$ cat src/rtl/vc_traffic_gen.sv
// vc_traffic_gen: per-VC LFSR-driven packet sources that request an arbiter and stream flits once granted.
// Optional macro TG_STATS_EN adds saturating packet/flit counters (pkt_cnt_o, flit_cnt_o).
module vc_traffic_gen #(
  parameter int vc_num     = 3,
  parameter int prio_num   = 2,
  parameter int output_num = 8,
  parameter int LEN_MAX    = 16,
  parameter int DATA_W     = 32,
  localparam int NVC = vc_num * prio_num,
  localparam int DW  = $clog2(output_num),
  localparam int VW  = $clog2(NVC),
  localparam int LW  = $clog2(LEN_MAX + 1)
) (
  input  logic                     clk,
  input  logic                     resetn,
  input  logic                     enable,
  input  logic [7:0]               inject_thresh,
  input  logic                     fixed_mode,
  input  logic [DW-1:0]            fixed_dest,
  input  logic [15:0]              seed,
  input  logic                     cts,
  input  logic [VW-1:0]            selected_vc,
  input  logic                     flit_ready,
  output logic [NVC-1:0]           o_has_packet,
  output logic [NVC-1:0][DW-1:0]   dest_o,
  output logic [NVC-1:0][VW-1:0]   output_vc_o,
  output logic                     flit_valid,
  output logic                     flit_last,
  output logic [VW-1:0]            flit_vc,
  output logic [DATA_W-1:0]        flit_data,
`ifdef TG_STATS_EN
  output logic [NVC-1:0][31:0]     pkt_cnt_o,
  output logic [31:0]              flit_cnt_o,
`endif
  output logic [NVC-1:0][1:0]      dbg_state_o
);

  // Handshake: a flit moves on a cycle where flit_valid && flit_ready; while
  // flit_valid && !flit_ready the flit outputs are held unchanged.
  typedef enum logic [1:0] {
    ST_IDLE = 2'd0,
    ST_REQ  = 2'd1,
    ST_SEND = 2'd2
  } state_e;

  state_e        state_q [NVC];
  state_e        state_d [NVC];
  logic [15:0]   lfsr_q  [NVC];
  logic [15:0]   lfsr_d  [NVC];
  logic [15:0]   lfsr_rst[NVC];
  logic [DW-1:0] dest_q  [NVC];
  logic [DW-1:0] dest_d  [NVC];
  logic [VW-1:0] ovc_q   [NVC];
  logic [VW-1:0] ovc_d   [NVC];
  logic [LW-1:0] rem_q   [NVC];
  logic [LW-1:0] rem_d   [NVC];
  logic [7:0]    idx_q   [NVC];
  logic [7:0]    idx_d   [NVC];
  logic [15:0]   seq_q   [NVC];
  logic [15:0]   seq_d   [NVC];

  logic          any_send;
  logic [VW-1:0] send_vc;
  logic [LW-1:0] send_rem;
  logic [7:0]    send_idx;
  logic [15:0]   send_seq;
  logic          send_last;
  logic          xfer;

  function automatic logic [15:0] lfsr_next(input logic [15:0] l);
    return {1'b0, l[15:1]} ^ (l[0] ? 16'hB400 : 16'h0000);
  endfunction

  // At most one VC is ever in SEND, so a simple scan finds the owner.
  always_comb begin
    any_send = 1'b0;
    send_vc  = '0;
    send_rem = '0;
    send_idx = '0;
    send_seq = '0;
    for (int i = 0; i < NVC; i++) begin
      if (state_q[i] == ST_SEND) begin
        any_send = 1'b1;
        send_vc  = VW'(i);
        send_rem = rem_q[i];
        send_idx = idx_q[i];
        send_seq = seq_q[i];
      end
    end
    send_last = any_send && (send_rem == LW'(1));
    xfer      = any_send && flit_ready;
  end

  always_comb begin
    for (int i = 0; i < NVC; i++) begin
      state_d[i]  = state_q[i];
      lfsr_d[i]   = lfsr_next(lfsr_q[i]);
      lfsr_rst[i] = ((seed ^ 16'(i + 1)) == 16'h0000) ? 16'h0001 : (seed ^ 16'(i + 1));
      dest_d[i]   = dest_q[i];
      ovc_d[i]    = ovc_q[i];
      rem_d[i]    = rem_q[i];
      idx_d[i]    = idx_q[i];
      seq_d[i]    = seq_q[i];
      case (state_q[i])
        ST_IDLE: begin
          if (enable && (lfsr_q[i][7:0] < inject_thresh)) begin
            state_d[i] = ST_REQ;
            idx_d[i]   = 8'd0;
            if (fixed_mode) begin
              dest_d[i] = fixed_dest;
              ovc_d[i]  = VW'(i);
              rem_d[i]  = LW'(LEN_MAX);
            end else begin
              dest_d[i] = DW'(32'(lfsr_q[i][15:8]) % output_num);
              ovc_d[i]  = VW'(32'(lfsr_q[i][15:8]) % NVC);
              rem_d[i]  = LW'(1 + (32'(lfsr_q[i][11:4]) % LEN_MAX));
            end
          end
        end
        ST_REQ: begin
          if (cts && (selected_vc == VW'(i)) && !any_send) begin
            state_d[i] = ST_SEND;
          end
        end
        ST_SEND: begin
          if (flit_ready) begin
            idx_d[i] = idx_q[i] + 8'd1;
            rem_d[i] = rem_q[i] - LW'(1);
            if (rem_q[i] == LW'(1)) begin
              state_d[i] = ST_IDLE;
              seq_d[i]   = seq_q[i] + 16'd1;
            end
          end
        end
        default: state_d[i] = ST_IDLE;
      endcase
    end
  end

  always_ff @(posedge clk) begin
    if (!resetn) begin
      for (int i = 0; i < NVC; i++) begin
        state_q[i] <= ST_IDLE;
        lfsr_q[i]  <= lfsr_rst[i];
        dest_q[i]  <= '0;
        ovc_q[i]   <= '0;
        rem_q[i]   <= '0;
        idx_q[i]   <= '0;
        seq_q[i]   <= '0;
      end
    end else begin
      for (int i = 0; i < NVC; i++) begin
        state_q[i] <= state_d[i];
        lfsr_q[i]  <= lfsr_d[i];
        dest_q[i]  <= dest_d[i];
        ovc_q[i]   <= ovc_d[i];
        rem_q[i]   <= rem_d[i];
        idx_q[i]   <= idx_d[i];
        seq_q[i]   <= seq_d[i];
      end
    end
  end

  always_comb begin
    for (int i = 0; i < NVC; i++) begin
      o_has_packet[i] = (state_q[i] == ST_REQ);
      dest_o[i]       = dest_q[i];
      output_vc_o[i]  = ovc_q[i];
      dbg_state_o[i]  = state_q[i];
    end
    flit_valid = any_send;
    flit_last  = send_last;
    flit_vc    = send_vc;
    flit_data  = any_send ? DATA_W'({send_seq, send_idx}) : '0;
  end

`ifdef TG_STATS_EN
  logic [NVC-1:0][31:0] pkt_cnt_q, pkt_cnt_d;
  logic [31:0]          flit_cnt_q, flit_cnt_d;

  always_comb begin
    pkt_cnt_d  = pkt_cnt_q;
    flit_cnt_d = flit_cnt_q;
    if (xfer && (flit_cnt_q != '1)) flit_cnt_d = flit_cnt_q + 32'd1;
    for (int i = 0; i < NVC; i++) begin
      if (xfer && send_last && (send_vc == VW'(i)) && (pkt_cnt_q[i] != '1)) begin
        pkt_cnt_d[i] = pkt_cnt_q[i] + 32'd1;
      end
    end
  end

  always_ff @(posedge clk) begin
    if (!resetn) begin
      pkt_cnt_q  <= '0;
      flit_cnt_q <= '0;
    end else begin
      pkt_cnt_q  <= pkt_cnt_d;
      flit_cnt_q <= flit_cnt_d;
    end
  end

  assign pkt_cnt_o  = pkt_cnt_q;
  assign flit_cnt_o = flit_cnt_q;
`endif

endmodule

$ cat config.mk
export PLATFORM = sky130hd
export DESIGN_NAME = vc_traffic_gen
export DESIGN_NICKNAME = d
export VERILOG_FILES = /design/src/rtl/vc_traffic_gen.sv
export SDC_FILE = /design/constraint.sdc
export NUM_CORES = 1
export LEC_CHECK = 0
export ABC_AREA = 1
export CORE_UTILIZATION = 50
export CTS_BUF_LIST = sky130_fd_sc_hd__clkbuf_4 sky130_fd_sc_hd__clkbuf_8 sky130_fd_sc_hd__clkbuf_16
export CTS_CLUSTER_DIAMETER = 200
export DETAILED_ROUTE_END_ITERATION = 8
export HOLD_SLACK_MARGIN = 0.05
export PLACE_DENSITY = 0.77
export SYNTH_ARGS = -nofsm -noshare
export SYNTH_HDL_FRONTEND = slang
export SYNTH_SLANG_ARGS = --single-unit
$ cat constraint.sdc
create_clock -name clk -period 2.4 [get_ports clk]
set_clock_uncertainty 0.05 [all_clocks]
set_input_delay 0.24 -clock clk [delete_from_list [all_inputs] [get_ports clk]]
set_output_delay 0.24 -clock clk [all_outputs]
set_load 0.01 [all_outputs]
==> impl_metrics.tcl, run 1 <==
set metrics [dict create \
    avgRoutedWirePerCell_microns 17.3 \
    rows 68 \
    reg2reg_slack_ns -0.34 \
    gr-usage-met2_pct 50.6 \
    drc 0 \
    tightest_slew_ns 0.543 \
    slew_headroom_pct 63.5 \
    drive_above_1_share_pct 26.7 \
    r2r.worst_path.cells 19 \
    finalSetupViolations 42 \
    slew_violations 0 \
    fin_ws_ns -0.341 \
    final_common_cell "nand2_1" \
    p_per_area_nw_per_um2 743 \
    period_minus_slack_ns 2.74 \
    start_util_pct 51.2 \
    async_reset_ff_share_pct 0 \
    min_period_over_period_pct 114 \
    coreArea_sq_um 34900 \
    yosysSeqAreaShare_pct 35.6 \
    r2r_end "ovc_q[3][2]$_SDFFE_PN0P_" \
    clockBufferDepth 3 \
    cts_sinks 318 \
    met3_usage_pct 3.98 \
    ios 127 \
    ir_drop_v 0.000667 \
    place_area_sq_um 20800 \
    synth_edf_count 0 \
    syn_area_sq_um 17900 \
    status "complete, but fails checks" \
    worst-setup-path-type "reg -> reg" \
    fin_nets 3006 \
    cp.required_ns 2.77 \
    cts_buffers 36 \
    clkTransAtPathRegs_ns 0.06 \
    ys_warn_count 0 \
    ys_ff_latch 318 \
    p_leak_uw 0.0104 \
    grt_util_all_layers_pct 29.2 \
    ant_nets 0 \
    final_hold_viol_count 0 \
    syn_inst 2575 \
    grt_pass1_vias 18042 \
    syn_to_final_growth_pct 37.4 \
    insertedDiodeCount 0 \
    dieArea_sq_um 36500 \
    holdWs_ns 0.344 \
    finalSetupTns_ns -4.03 \
    grt_start_max_net_pins 67 \
    die_h_microns 191 \
    holdPathStages 3 \
    synth_flop_cell "dfxtp_1" \
    synth.distinct_cells 63 \
    die_w_microns 191 \
    layout_common_cells "nand2_1 (436), dfxtp_1 (287), inv_1 (270)" \
    cp_data_arrival_time_ns 3.12 \
    final_core_util_pct 70.4 \
    use_met1_pct 36.5 \
    r2r_start "lfsr_q[3][14]$_DFF_P_" \
    fmax_mhz 365 \
    grt_pass1_wl_microns 86900 \
    clock_latency_ns 0.53 \
    stdcell_area_sq_um 24500 \
    violations "negative setup slack" \
    dr_total_vias 19422 \
    drv_cap 0 \
    viasPerCell 5.76 \
    rsz0062_at_grt "yes" \
    cp-end-kind "flip-flop" \
    grt_antenna_before_repair 0 \
    gp_congestion 0.924 \
    tritoncts "built" \
    drt-initial-drc-count 1614 \
    path_max_fanout 4 \
    grt.overflow.total 0 \
    cts_max_level 2 \
    cp-start-kind "flip-flop" \
    hold_end "lfsr_q[0][0]$_DFF_P_" \
    dr.pass1.iters 6 \
    cts_root_buf "clkbuf_16" \
    io_buffer_count 118 \
    syn_avg_cell_area_sq_um 6.94 \
    dpl.hpwl_microns 39200 \
    nFillCells 2588 \
    hold_start "seed[0]" \
    wirelength_microns 58400 \
    power.total_uw 18200 \
    busiest_layer "met2" \
    hp-class "in -> reg" \
]
## kinds of logic (layout without fill, tap and decap cells)
| family | Yosys count | after routing | synth area share, % |
|---|---|---|---|
| simple gates | 1141 | 1142 | 29.3 |
| other cells | 1 | 8 | 0.0210 |
| buf+inv | 435 | 767 | 9.59 |
| xor+xnor | 58 | 58 | 2.84 |
| flops | 318 | 318 | 35.6 |
| compound gates | 544 | 544 | 17.2 |
| fa+ha+maj | 78 | 78 | 5.46 |
## through the flow
| stage | std cells | setup slack, ns |
|---|---|---|
| 3_3_place_gp | 3251 | -0.507 |
| 2_1_floorplan | 2582 | -0.0161 |
| 6_report | 3370 | -0.341 |
| 5_1_grt | 3370 | -0.539 |
| 4_1_cts | 3329 | -0.233 |
| 3_5_place_dp | 3251 | -0.549 |
## metal layers
layer	wire length, microns	vias to the layer above	part of all wire [%]
met4	2290	0	3.9
met5	0	-	0
met2	28700	792	49
li1	-	9273	-
met1	23100	9186	40
met3	4340	171	7.4
## flip-flops by register name, indices dropped and copies added, names as in the netlist
| name | flops |
|---|---|
| dest_q | 18 |
| idx_q | 48 |
| lfsr_q | 96 |
| ovc_q | 18 |
| rem_q | 30 |
| seq_q | 96 |
| state_q | 12 |
## cell type report
class                   count  area [sq um]  area share [%]
multi-input cells        1830         11700            47.7
flip-flops and latches    318          6420            26.1
repair buffers            375          3290            13.4
inverters                 331          1290            5.25
clock buffers              41           968            3.95
well taps                 455           569            2.32
clock inverters            20           313            1.27
## Yosys cell counts (3+ instances only)
cell       instances  share of area [%]
a211oi_1          15               0.63
a21oi_1          194                5.4
a221oi_1           7               0.34
a31oi_1           36                1.3
and3_1            10               0.35
buf_1              8               0.17
buf_2              8               0.22
buf_4             18               0.76
clkbuf_1          70                1.5
clkinv_1           3              0.063
dfxtp_1          318                 36
ha_1              78                5.5
inv_1            310                6.5
inv_2             17               0.36
nand2_1          516                 11
nand2_4            5               0.32
nand3_1          178                5.0
nand3_2            4               0.22
nand3_4            3               0.29
nand3b_1           8               0.34
nand4_1           63                2.2
nor2_1           224                4.7
nor2_2             9               0.32
nor2_4             6               0.38
nor3_1            60                1.7
nor3_2             7               0.39
nor3b_1           11               0.46
nor4_1            21               0.74
o2111ai_1         20               0.98
o211ai_1          13               0.55
o21a_1            16               0.67
o21ai_0          206                5.8
o21ai_1            8               0.22
o21ai_2            3               0.15
o22ai_1            6               0.21
or2_2              3               0.11
xnor2_1           28                1.4
xor2_1            30                1.5
## worst max-delay path by stage
stage / startpoint / to / slack [ns] / cells past startpoint
final: lfsr_q[3][14]$_DFF_P_ / ovc_q[3][2]$_SDFFE_PN0P_ / -0.34 / 19
after global routing: lfsr_q[3][14]$_DFF_P_ / ovc_q[3][2]$_SDFFE_PN0P_ / -0.54 / 21
after CTS: state_q[0][1]$_SDFFE_PN0P_ / flit_last / -0.23 / 12
after detailed placement: inject_thresh[1] / idx_q[5][7]$_SDFFE_PN0P_ / -0.55 / 15
after global placement: inject_thresh[3] / idx_q[5][7]$_SDFFE_PN0P_ / -0.51 / 14
after floorplan: lfsr_q[0][14]$_DFF_P_ / ovc_q[0][2]$_SDFFE_PN0P_ / -0.02 / 24
## report_power, final
group | switching (uW) | internal, uW | total (uW)
Combinational | 3520 | 2510 | 6020
Clock | 2300 | 3760 | 6070
Sequential | 459 | 5700 | 6160
Total | 6280 | 12000 | 18200
## timing repair
action                                 in CTS  in global routing
setup buffers                              18                 43
cloned                                      0                  2
pin swaps                                  96                177
gates resized for setup                   302                342
endpoints found under the hold margin       4                  0
setup endpoints to repair                  49                108
hold buffers                                1                  0
## worst max-delay path, stage by stage, from the launching register on
cell and delay, ns:
dfxtp_4 0.36, ha_4 0.22, o21ai_4 0.15, nand4_1 0.15, nand2_1 0.15, nand2_2 0.12, nand2_2 0.13, inv_2 0.05
nand2_2 0.06, nand2_2 0.07, o211ai_1 0.20, nand2_1 0.13, nor2_1 0.17, nand3_2 0.13, nand3_4 0.10, nand2_4 0.07
nor2_4 0.12, nand2_1 0.07, nand3_1 0.09, nand2_1 0.05
Note: power is estimated with default switching activity, not from simulation.
==> inputs of run 2 (changes only) <==
Settings changed: CTS_BUF_LIST sky130_fd_sc_hd__clkbuf_4 sky130_fd_sc_hd__clkbuf_8 sky130_fd_sc_hd__clkbuf_16 to unset.
==> impl_metrics.tcl, run 2 (synthesized netlist as in run 1, its figures left out) <==
set metrics [dict create \
    cp_data_arrival_time_ns 3.12 \
    final_hold_viol_count 0 \
    tightest_slew_ns 0.539 \
    path_max_fanout 4 \
    period_minus_slack_ns 2.75 \
    nFillCells 2586 \
    rows 68 \
    syn_to_final_growth_pct 37.3 \
    viasPerCell 5.78 \
    worst-setup-path-type "reg -> reg" \
    coreArea_sq_um 34900 \
    p_per_area_nw_per_um2 743 \
    p_sw_uw 6280 \
    gp_congestion 0.924 \
    crit_start "lfsr_q[3][14]$_DFF_P_" \
    die_h_microns 191 \
    dieArea_sq_um 36500 \
    place_ws_ns -0.549 \
    rsz0062_at_grt "yes" \
    clockPowerShare_pct 33.2 \
    dr.pass1.iters 6 \
    cell_internal_pwr_uw 11900 \
    ios 127 \
    grt_pass1_vias 18038 \
    p_comb_share_pct 33.0 \
    cts_root_buf "clkbuf_16" \
    cp-end-kind "flip-flop" \
    fmax_mhz 364 \
    swShare_pct 34.5 \
    slew_violations 0 \
    finalSetupViolations 41 \
    grt_pass1_wl_microns 86900 \
    cts_buffers 36 \
    drc 0 \
    clkTransAtPathRegs_ns 0.06 \
    p_leak_uw 0.0104 \
    layout_common_cells "nand2_1 (436), dfxtp_1 (287), inv_1 (270)" \
    die_w_microns 191 \
    min_period_over_period_pct 115 \
    cts_sinks 318 \
    cp_cell_sequence "ha_4 -> o21ai_4 -> nand4_1 -> nand2_1 -> nand2_2 -> nand2_2 -> inv_2 -> nand2_2 -> nand2_2 -> o211ai_1 -> nand2_1 -> nor2_1 -> nand3_2 -> nand3_4 -> nand2_4 -> nor2_4 -> nand2_1 -> nand3_1 -> nand2_1" \
    p_seq_share_pct 33.8 \
    io_buffer_count 118 \
    cp.required_ns 2.77 \
    clock_latency_ns 0.53 \
    drt-initial-drc-count 1563 \
    dpl.hpwl_microns 39200 \
    fin_ws_ns -0.350 \
    tritoncts "built" \
    grt_start_max_net_pins 67 \
    slowest_stage "dfxtp_4" \
    grt_antenna_before_repair 0 \
    cp_slowest_stage_delay_ns 0.36 \
    status "complete, but fails checks" \
    dp_cells 3251 \
    drive_above_1_share_pct 26.7 \
    r2r_start "lfsr_q[3][14]$_DFF_P_" \
    fin_cells 3370 \
    ir_drop_v 0.000667 \
    dr_total_vias 19462 \
    cp-start-kind "flip-flop" \
    grt.overflow.total 0 \
    fin_nets 3006 \
    power.total_uw 18200 \
    insertedDiodeCount 0 \
    cts_max_level 2 \
    slew_headroom_pct 63.8 \
    ant_nets 0 \
    final_common_cell "nand2_1" \
    avgRoutedWirePerCell_microns 17.3 \
    stdcell_area_sq_um 24500 \
    hp-class "in -> reg" \
    clockBufferDepth 3 \
    violations "negative setup slack" \
    finalSetupTns_ns -3.94 \
    start_util_pct 51.2 \
    hold_start "seed[0]" \
    drv_cap 0 \
    wirelength_microns 58300 \
    place_area_sq_um 20800 \
    grt_util_all_layers_pct 29.2 \
    reg_top3 "lfsr_q (96), seq_q (96), idx_q (48)" \
]
run 2: path summary, 6_finish.rpt:
kind | slack (ns) | depth (start not counted) | end
worst min register to register | 0.40 | 2 | lfsr_q[1][7]$_DFF_P_
worst max register to register | -0.35 | 19 | ovc_q[3][2]$_SDFFE_PN0P_
worst max-delay path | -0.35 | 19 | ovc_q[3][2]$_SDFFE_PN0P_
worst min-delay path | 0.34 | 3 | lfsr_q[0][0]$_DFF_P_
run 2: cell type report:
cell class | instances | area, sq um | share of cell area [%]
multi-input cells | 1830 | 11700 | 47.7
flip-flops and latches | 318 | 6420 | 26.2
repair buffers | 375 | 3290 | 13.4
inverters | 331 | 1290 | 5.25
clock buffers | 41 | 961 | 3.92
well taps | 455 | 569 | 2.32
clock inverters | 20 | 313 | 1.27
run 2: metrics by stage:
stage | util (%) | hold WS (ns)
global placement | 59.7 | 0.383
floorplan | - | 0.330
finish | 70.3 | 0.343
global route | 70.3 | 0.373
CTS | 65.6 | 0.326
detailed placement | 59.7 | 0.388
run 2: power groups by stage:
| stage | Clock [uW] | Sequential, uW | Combinational [uW] |
|---|---|---|---|
| after floorplan | 0 | 6130 | 2860 |
| after global placement | 0 | 6160 | 4470 |
| after detailed placement | 0 | 6170 | 4630 |
| after CTS | 6070 | 6080 | 4910 |
| after global routing | 6300 | 6190 | 6500 |
| final | 6050 | 6160 | 6010 |
run 2: routing by layer:
layer	global-route usage, %	up-vias	routed length, microns
met4	10.7	0	2320
li1	-	9261	-
met2	50.6	763	28600
met1	36.6	9258	23300
met5	0	-	0
met3	3.98	180	4050
run 2: what timing repair did:
action / 4_1_cts / 5_1_grt
hold endpoints to repair: 4 / 0
hold buffers: 1 / 0
gates cloned: 0 / 2
buffers inserted: 18 / 43
setup endpoints to repair: 49 / 108
gates resized for setup: 302 / 342
pin swaps: 96 / 177
run 2: critical path: cells and delay by family (launching register included):
kind	cells	cell delay, ns
AO/OA/AOI/OAI	2	0.35
adder cells (fa/ha/maj)	1	0.22
buffers and inverters	1	0.05
flip-flops	1	0.36
AND/OR/NAND/NOR	15	1.63
